$ cat src/rtl/uart_frame_tx.sv
// uart_frame_tx: UART framer/serializer (start, 8 data LSB first, parity, stop); UART_TX_HOLD_EN adds a one-byte holding register
module uart_frame_tx #(
   parameter int CLKS_PER_BIT = 868,
   parameter bit PARITY_ODD   = 1'b0
) (
   input  logic       clk,
   input  logic       rst,
   input  logic       tx_start,
   input  logic [7:0] tx_data,
   output logic       tx_ready,
   output logic       tx_serial,
   output logic       busy,
   output logic       done_flag
);
   localparam int CW = $clog2(CLKS_PER_BIT);
   localparam logic [2:0] IDLE   = 3'd0;
   localparam logic [2:0] START  = 3'd1;
   localparam logic [2:0] DATA   = 3'd2;
   localparam logic [2:0] PARITY = 3'd3;
   localparam logic [2:0] STOP   = 3'd4;
   logic [2:0]    state;
   logic [CW-1:0] cnt;
   logic [2:0]    idx;
   logic [7:0]    sh;
   logic          par;
   logic          accept, bit_end, frame_end, start_frame;
   logic [7:0]    start_byte;
   assign accept    = tx_start && tx_ready;
   assign bit_end   = (state != IDLE) && (cnt == CW'(CLKS_PER_BIT - 1));
   assign frame_end = bit_end && (state == STOP);
`ifdef UART_TX_HOLD_EN
   logic       hold_full;
   logic [7:0] hold_data;
   assign tx_ready    = ~hold_full;
   assign start_frame = (state == IDLE && accept) || (frame_end && (hold_full || accept));
   assign start_byte  = hold_full ? hold_data : tx_data;
   // park a byte accepted mid-frame; release it when the next frame starts from it
   always_ff @(posedge clk or posedge rst) begin
      if (rst) begin
         hold_full <= 1'b0;
         hold_data <= 8'h00;
      end else if (start_frame && hold_full) begin
         hold_full <= 1'b0;
      end else if (accept && !start_frame) begin
         hold_full <= 1'b1;
         hold_data <= tx_data;
      end
   end
`else
   assign start_frame = accept;
   assign start_byte  = tx_data;
   // ready only while idle: drops on acceptance, returns when the stop bit ends
   always_ff @(posedge clk or posedge rst) begin
      if (rst) tx_ready <= 1'b1;
      else if (accept) tx_ready <= 1'b0;
      else if (frame_end) tx_ready <= 1'b1;
   end
`endif
   // frame sequencer: baud counter, bit walk through start/data/parity/stop, line driver
   always_ff @(posedge clk or posedge rst) begin
      if (rst) begin
         state     <= IDLE;
         cnt       <= '0;
         idx       <= 3'd0;
         sh        <= 8'h00;
         par       <= 1'b0;
         tx_serial <= 1'b1;
         busy      <= 1'b0;
         done_flag <= 1'b0;
      end else begin
         done_flag <= frame_end;
         if (start_frame) begin
            state     <= START;
            cnt       <= '0;
            idx       <= 3'd0;
            sh        <= start_byte;
            par       <= PARITY_ODD ^ (^start_byte);
            tx_serial <= 1'b0;
            busy      <= 1'b1;
         end else if (state != IDLE) begin
            cnt <= bit_end ? '0 : cnt + 1'b1;
            if (bit_end) begin
               case (state)
                  START: begin
                     state     <= DATA;
                     tx_serial <= sh[0];
                     sh        <= {1'b0, sh[7:1]};
                  end
                  DATA: begin
                     if (idx == 3'd7) begin
                        state     <= PARITY;
                        tx_serial <= par;
                     end else begin
                        tx_serial <= sh[0];
                        sh        <= {1'b0, sh[7:1]};
                        idx       <= idx + 3'd1;
                     end
                  end
                  PARITY: begin
                     state     <= STOP;
                     tx_serial <= 1'b1;
                  end
                  default: begin
                     state     <= IDLE;
                     busy      <= 1'b0;
                     tx_serial <= 1'b1;
                  end
               endcase
            end
         end
      end
   end
endmodule
$ cat config.mk
export PLATFORM = sky130hd
export DESIGN_NAME = uart_frame_tx
export DESIGN_NICKNAME = d
export VERILOG_FILES = /design/src/rtl/uart_frame_tx.sv
export SDC_FILE = /design/constraint.sdc
export NUM_CORES = 1
export LEC_CHECK = 0
export ABC_CLOCK_PERIOD_IN_PS = 3950
export BUFFER_PORTS_ARGS = -buffer_cell sky130_fd_sc_hd__buf_2
export CORE_ASPECT_RATIO = 0.75
export CORE_MARGIN = 2
export CORE_UTILIZATION = 56
export CTS_CLUSTER_SIZE = 10
export DETAILED_ROUTE_END_ITERATION = 16
export PLACE_DENSITY = 0.76
export SYNTH_ARGS = -nofsm -noshare
export SYNTH_HDL_FRONTEND = slang
export SYNTH_SLANG_ARGS = --single-unit
$ cat constraint.sdc
create_clock -name clk -period 3.95 [get_ports clk]
set_clock_uncertainty 0.1 [all_clocks]
set_input_delay 0.395 -clock clk [delete_from_list [all_inputs] [get_ports clk]]
set_output_delay 0.395 -clock clk [all_outputs]
set_load 0.03 [all_outputs]
# ---- After elaboration in Yosys (flattened, before gate mapping)
# Index checks and enable logic that the tools add are counted.
dict set report classes {
  add_sub_neg 2
  eq_ne 10
  muxes 29
  reduce_logical 16
}
# operator count
set ops {}
lappend ops {{$mux W8} 4}
lappend ops {{$mux W10} 3}
lappend ops {{$mux W3} 9}
lappend ops {{$pmux W8 S2} 1}
lappend ops {{$add A10 B1 Y10 const B} 1}
lappend ops {{$eq A10 B10 Y1 const B} 1}
lappend ops {{$mux W1} 10}
lappend ops {{$pmux W3 S3} 1}
lappend ops {{$reduce_and A4 Y1} 2}
lappend ops {{$reduce_bool A2 Y1} 4}
lappend ops {{$reduce_xor A8 Y1} 1}
lappend ops {{$eq A3 B2 Y1 const B} 2}
lappend ops {{$eq A3 B3 Y1 const B} 2}
lappend ops {{$ne A3 B3 Y1 const B} 2}
lappend ops {{$reduce_and A3 Y1} 2}
lappend ops {{$reduce_bool A3 Y1} 2}
lappend ops {{$add A3 B1 Y3 const B} 1}
lappend ops {{$eq A3 B1 Y1 const B} 1}
lappend ops {{$logic_and A1 B1 Y1} 3}
lappend ops {{$reduce_or A3 Y1} 1}
lappend ops {{$ne A2 B1 Y1 const B} 1}
lappend ops {{$ne A2 B2 Y1 const B} 1}
lappend ops {{$pmux W1 S2} 1}
lappend ops {{$reduce_and A2 Y1} 1}
dict set report word_totals {
  register_bits 29
  inputBits 11
  output_inout_bits 4
  elab_cells 66
}

# ---- Depth between registers and ports, before layout
dict set report logic_depth {
  depth_word 6
  ltp_mapped 7
  ltp_nobuf 6
}

# ---- Worst setup path after synthesis
# Ideal clock, no wire load.
dict set report synth_timing {
  path_kind {flip-flop to flip-flop}
  start {reg cnt[0]}
  end {reg cnt[1]}
  setup_time_ns 0.122
  arrival_ns 1.775
  required_time_ns 3.728
  path_slack_ns 1.954
  stages_incl_launch_ff 7
  n_path_buf 2
  path_cell_list {dfrtp_1 -> ha_1 -> or3b_4 -> or3_1 -> buf_6 -> buf_8 -> a32o_1}
}
dict set report synth_between {
  elab_chain_len 5
  elab_cells_between_ends 6
  cone_classes {add/sub: 1; eq/ne: 1; mux: 3; reduce/logical: 1}
}
# item line
set synth_lines {}
lappend synth_lines {{start: declaration} 22} ;# logic [CW-1:0] cnt;
lappend synth_lines {{start signal: assignment} 81} ;# cnt <= bit_end ? '0 : cnt + 1'b1;
lappend synth_lines {{branches (longest 2 deep; another with $add A10 B1 Y10)} -}
lappend synth_lines {{$mux W10 *} 81}
lappend synth_lines {{$mux W10 *} 80} ;# end else if (state != IDLE) begin
lappend synth_lines {{$mux W10 *} 72} ;# if (start_frame) begin
# Mark *: on every way between the ends. The select of a mux whose other input is x is not followed.
# A chain may end at the register's enable or synchronous reset.

# ---- Worst setup path in the final report
dict set report layout_timing {
  start {reg cnt[0]}
  end {reg sh[6]}
}
dict set report layout_between {
  elab_chain_len 4
}
# item line
set layout_lines {}
lappend layout_lines {{$eq A10 B10 Y1} 29} ;# assign bit_end = (state != IDLE) && (cnt == CW'(CLKS_PER_BIT - 1));
lappend layout_lines {{$logic_and A1 B1 Y1} 29}
lappend layout_lines {{$reduce_bool A2 Y1 (no line)} -}
lappend layout_lines {{$reduce_and A4 Y1 (no line)} -}
lappend layout_lines {{end signal: assignment} 76} ;# sh <= start_byte;
lappend layout_lines {{end signal: assignment} 87} ;# sh <= {1'b0, sh[7:1]};
lappend layout_lines {{end signal: assignment} 95} ;# sh <= {1'b0, sh[7:1]};
lappend layout_lines {{end: declaration} 24} ;# logic [7:0] sh;
# No other way between the ends.

==> results.md <==
Status:
- The flow ran to the end, and the final reports show no timing, DRC or antenna violations.

Clock network:
- CTS placed an instance of clkbuf_8 at the clock tree root.
- Clock tree synthesis found a total of 29 sinks.
- For the worst-skew pair, the clock arrives at the later sink with an insertion delay of roughly 0.28 ns.
- The number of post-CTS setup repair buffers is 0.
- The hold buffer count at cts is 0.
- After clock tree synthesis, the repair step resized 0 gates.
- The number of clock buffers inserted by TritonCTS is 5.
- In this run the number of H-tree levels came out at 2.
- After clock tree synthesis, the clock-pin slew on the worst setup and hold paths is 0.06 ns.
- The clock passes through at most 2 buffers.
- The CTS tree is built.

Power and ir drop:
- The worst ir drop on vdd is 0.291 mV.
- The power density of the placed cells is 335 nW/um^2.
- The clock network accounts for 45.5% of the total power.
- The switching part of the total power is ~22%.
- The static leakage is about 0.70 nW.
- For this design the total switching power over the nets is around 130 uW.
- Of the total power, registers draw 50.0%.
- Combinational cells account for under 10% of the total power.
- Internal power comes to 466 uW.

Route:
- The detailed-router iteration count before antenna repair is 4.
- The detail route stage leaves a number of antenna-violating nets equal to 0.
- The average wire length per cell after detail routing is about 16 um.
- The average via count per standard cell is 6.27.
- The final layout contains routed wiring with a total length of 3520 um.
- After detailed routing, the number of remaining DRC violations is 0.
- The number of DRC violations after detailed-routing iteration 0 is 87.
- The routed layout has 1354 vias.

Critical path:
- Of all nets on the critical path, the largest fanout is 13.
- STA classifies the critical path startpoint as a flip-flop.
- The critical path starts at cnt[0].
- For the worst setup path, the data required time is 4.05 ns.
- The type of destination of the critical path is a flip-flop.
- The worst setup path category is flip-flop to flip-flop.
- STA puts the critical path data arrival time at between 2 and 3 ns.
- The startpoint identified for the worst register-to-register timing path is cnt[0].

Layout:
- The post-route netlist has 17.2% of its cells at a drive strength greater than 1.
- The utilization of the core after routing is about two thirds.
- In the final layout, the multi-input gates occupy approximately 820 um^2.
- The net count of the finished layout is 193.
- The antenna diode count is 0.
- Relative to the synthesized area, the layout overhead comes to 9.31%.
- Leaving out filler cells and counting taps, the final layout contains 216.
- The layout filler cell count is 220.
- Summing all non-filler instances in the final layout gives an area of 1780 um^2.
- The storage element area is 728 um^2.

Synthesis:
- The number of enable flip-flop cells after synthesis is 0.
- Summing every instance area after synthesis gives 1630 um^2.
- In this run the mean area of a mapped cell was roughly 9.6 um^2.
- Sorting the synthesized cells by how often they occur yields dfrtp_1 (27), nand2_1 (17), a21oi_1 (14), o21ai_0 (14), nor2_1 (13).
- The primary flip-flop cell chosen by synthesis mapping is dfrtp_1.
- The share of the synthesized area in the top cell type is 41.6%.
- For this run, asynchronously set or reset flops after synthesis account for 100%.
- After synthesis, the cell types taking the most area are dfrtp_1 (42%), a21oi_1 (4.3%), o21ai_0 (4.3%).
- Yosys printed 0 warnings.
- Among all cell types in the netlist, the one instantiated most often is dfrtp_1.
- The cell count after synthesis came out at 169.
- The share of synthesized area occupied by flip-flops and latches is 44.8%.
- The top cell type by total area after synthesis is dfrtp_1.
- The distinct cell type count after synthesis is between 40 and 50.
- After synthesis the netlist holds a flip-flop and latch count of 29.
- The synthesized net count is 183.

STA:
- Setup repair after global routing left no endpoint under its margin.
- The number of max-slew violations in the final report is 0.
- Setup total negative slack on the finished layout was measured at 0 ns.
- The final hold violation count is 0.
- The worst max-slew margin expressed relative to the limit is 16.8%.
- The final setup violation count is 0.
- After layout, the worst path uses 66.9% of the clock period.
- The transition time at the pin with the least slew margin is ~1.2 ns.
- The clock period could shrink to 2.64 ns.
- Static timing analysis puts the maximum clock frequency at 378 MHz.

Floorplanning:
- The chip height is between 50 and 60 um.
- The die covers 3350 um^2.
- In this run the standard cell core region covers 2680 um^2.
- The floorplan die width is 66.2 um.
- The floorplan has 16 rows.
- The I/O pin count is 15.
- For this configuration, the core starts out at a cell density of 60.6%.

Place:
- During placement, the flow inserted port buffers numbering 14.
- The number of placed cells counting well taps is 208.
- Once placement finished, the instance area stood at 1680 um^2.
- The final weighted congestion in routability-driven placement is 0.841.
- After legalization and detailed placement, the total HPWL measured 2350 um.

Global route:
- Entering global routing, the biggest net connects 30 pins.
- The global-route wire length before repair is a little under 6000 um.
- The sum of overflow across all layers after global routing is 0.
- The global-route usage over all layers is 23.2%.
- The via count of the first global-routing pass is 1237.
- The number of antenna violations at the first check in global routing came to 0.

Hold path:
- The startpoint identified for the worst hold timing path is tx_data[7].
- The type of the worst min-delay path is input pin to flip-flop.

Job:
- Max-cap violations in this run came to 0.
-- placed cells by master, fill, tap and decap left out, types with 2 or more instances in the layout --
cell type,Yosys,routed
o31ai_1,2,2
a41o_1,2,2
nor4_4,2,2
clkbuf_8,0,7
nand2_1,17,17
buf_2,4,14
nor2_1,13,13
ha_1,3,3
or3_1,4,4
a41oi_1,7,7
inv_1,3,3
nand3_1,2,2
o21ai_0,14,14
xor2_1,3,3
nand4_1,4,4
nor4b_1,2,2
a31oi_1,3,3
dfrtp_1,27,27
dfstp_2,2,2
nor3_1,8,8
a21o_1,2,2
xnor2_1,8,8
a21oi_1,14,14
-- flip-flops by register name, indices dropped and copies added, names as in the netlist --
name       flops
tx_serial      1
cnt           10
par            1
idx            3
done_flag      1
sh             8
busy           1
tx_ready       1
state          3
-- metrics by stage --
step | hold slack [ns] | power [mW] | setup slack [ns]
2_1_floorplan | 0.350 | 0.319 | 1.95
5_1_grt | 0.265 | 0.612 | 1.15
4_1_cts | 0.253 | 0.596 | 1.30
3_5_place_dp | 0.388 | 0.330 | 1.31
6_report | 0.255 | 0.595 | 1.31
3_3_place_gp | 0.376 | 0.328 | 1.39
-- final timing paths --
path / cells after the start / endpoint / slack [ns]
max: 5 / sh[6] / 1.31
min: 3 / sh[7] / 0.25
max reg2reg: 5 / sh[6] / 1.31
min reg2reg: 2 / par / 0.40
max in group asynchronous: 2 / idx[0] / 2.81
min in group asynchronous: 2 / sh[5] / 0.28
-- layout make-up --
| type | count | share of cell area [%] |
|---|---|---|
| repair buffers | 14 | 3.94 |
| inverters | 3 | 0.634 |
| clock inverters | 1 | 0.282 |
| flip-flops and latches | 29 | 41.0 |
| multi-input cells | 126 | 46.2 |
| well taps | 36 | 2.54 |
| clock buffers | 7 | 5.42 |
-- power groups by stage --
stage	Combinational [mW]	Sequential [mW]	Clock, mW
final	0.0267	0.297	0.271
after global routing	0.0300	0.297	0.285
after CTS	0.0271	0.297	0.272
after detailed placement	0.0270	0.303	0
after global placement	0.0257	0.303	0
after floorplan	0.0160	0.303	0
-- kinds of logic after synthesis --
kind of cell	share of synthesized area [%]
XOR/XNOR	5.93
AO/OA/AOI/OAI	19.9
buffers and inverters	4.70
multiplexers	0.616
flip-flops	44.8
adder cells (fa/ha/maj)	2.31
AND/OR/NAND/NOR	21.8
-- per-layer routing --
metal | wire length [um] | global-route usage [%] | up-vias | part of all wire, %
li1 | - | - | 651 | -
met1 | 1630 | 33.7 | 643 | 46
met2 | 1600 | 33.8 | 56 | 46
met3 | 272 | 5.38 | 4 | 7.7
met4 | 15 | 8.16 | 0 | 0.43
met5 | 0 | 0 | - | 0
-- critical path, stage by stage (launching register included) --
cell and delay, ns:
dfrtp_1 0.40, ha_1 0.22, or3b_4 0.42, nor3_1 0.95
a41oi_1 0.27, a21oi_1 0.21
(Power assumes the default switching activity.)
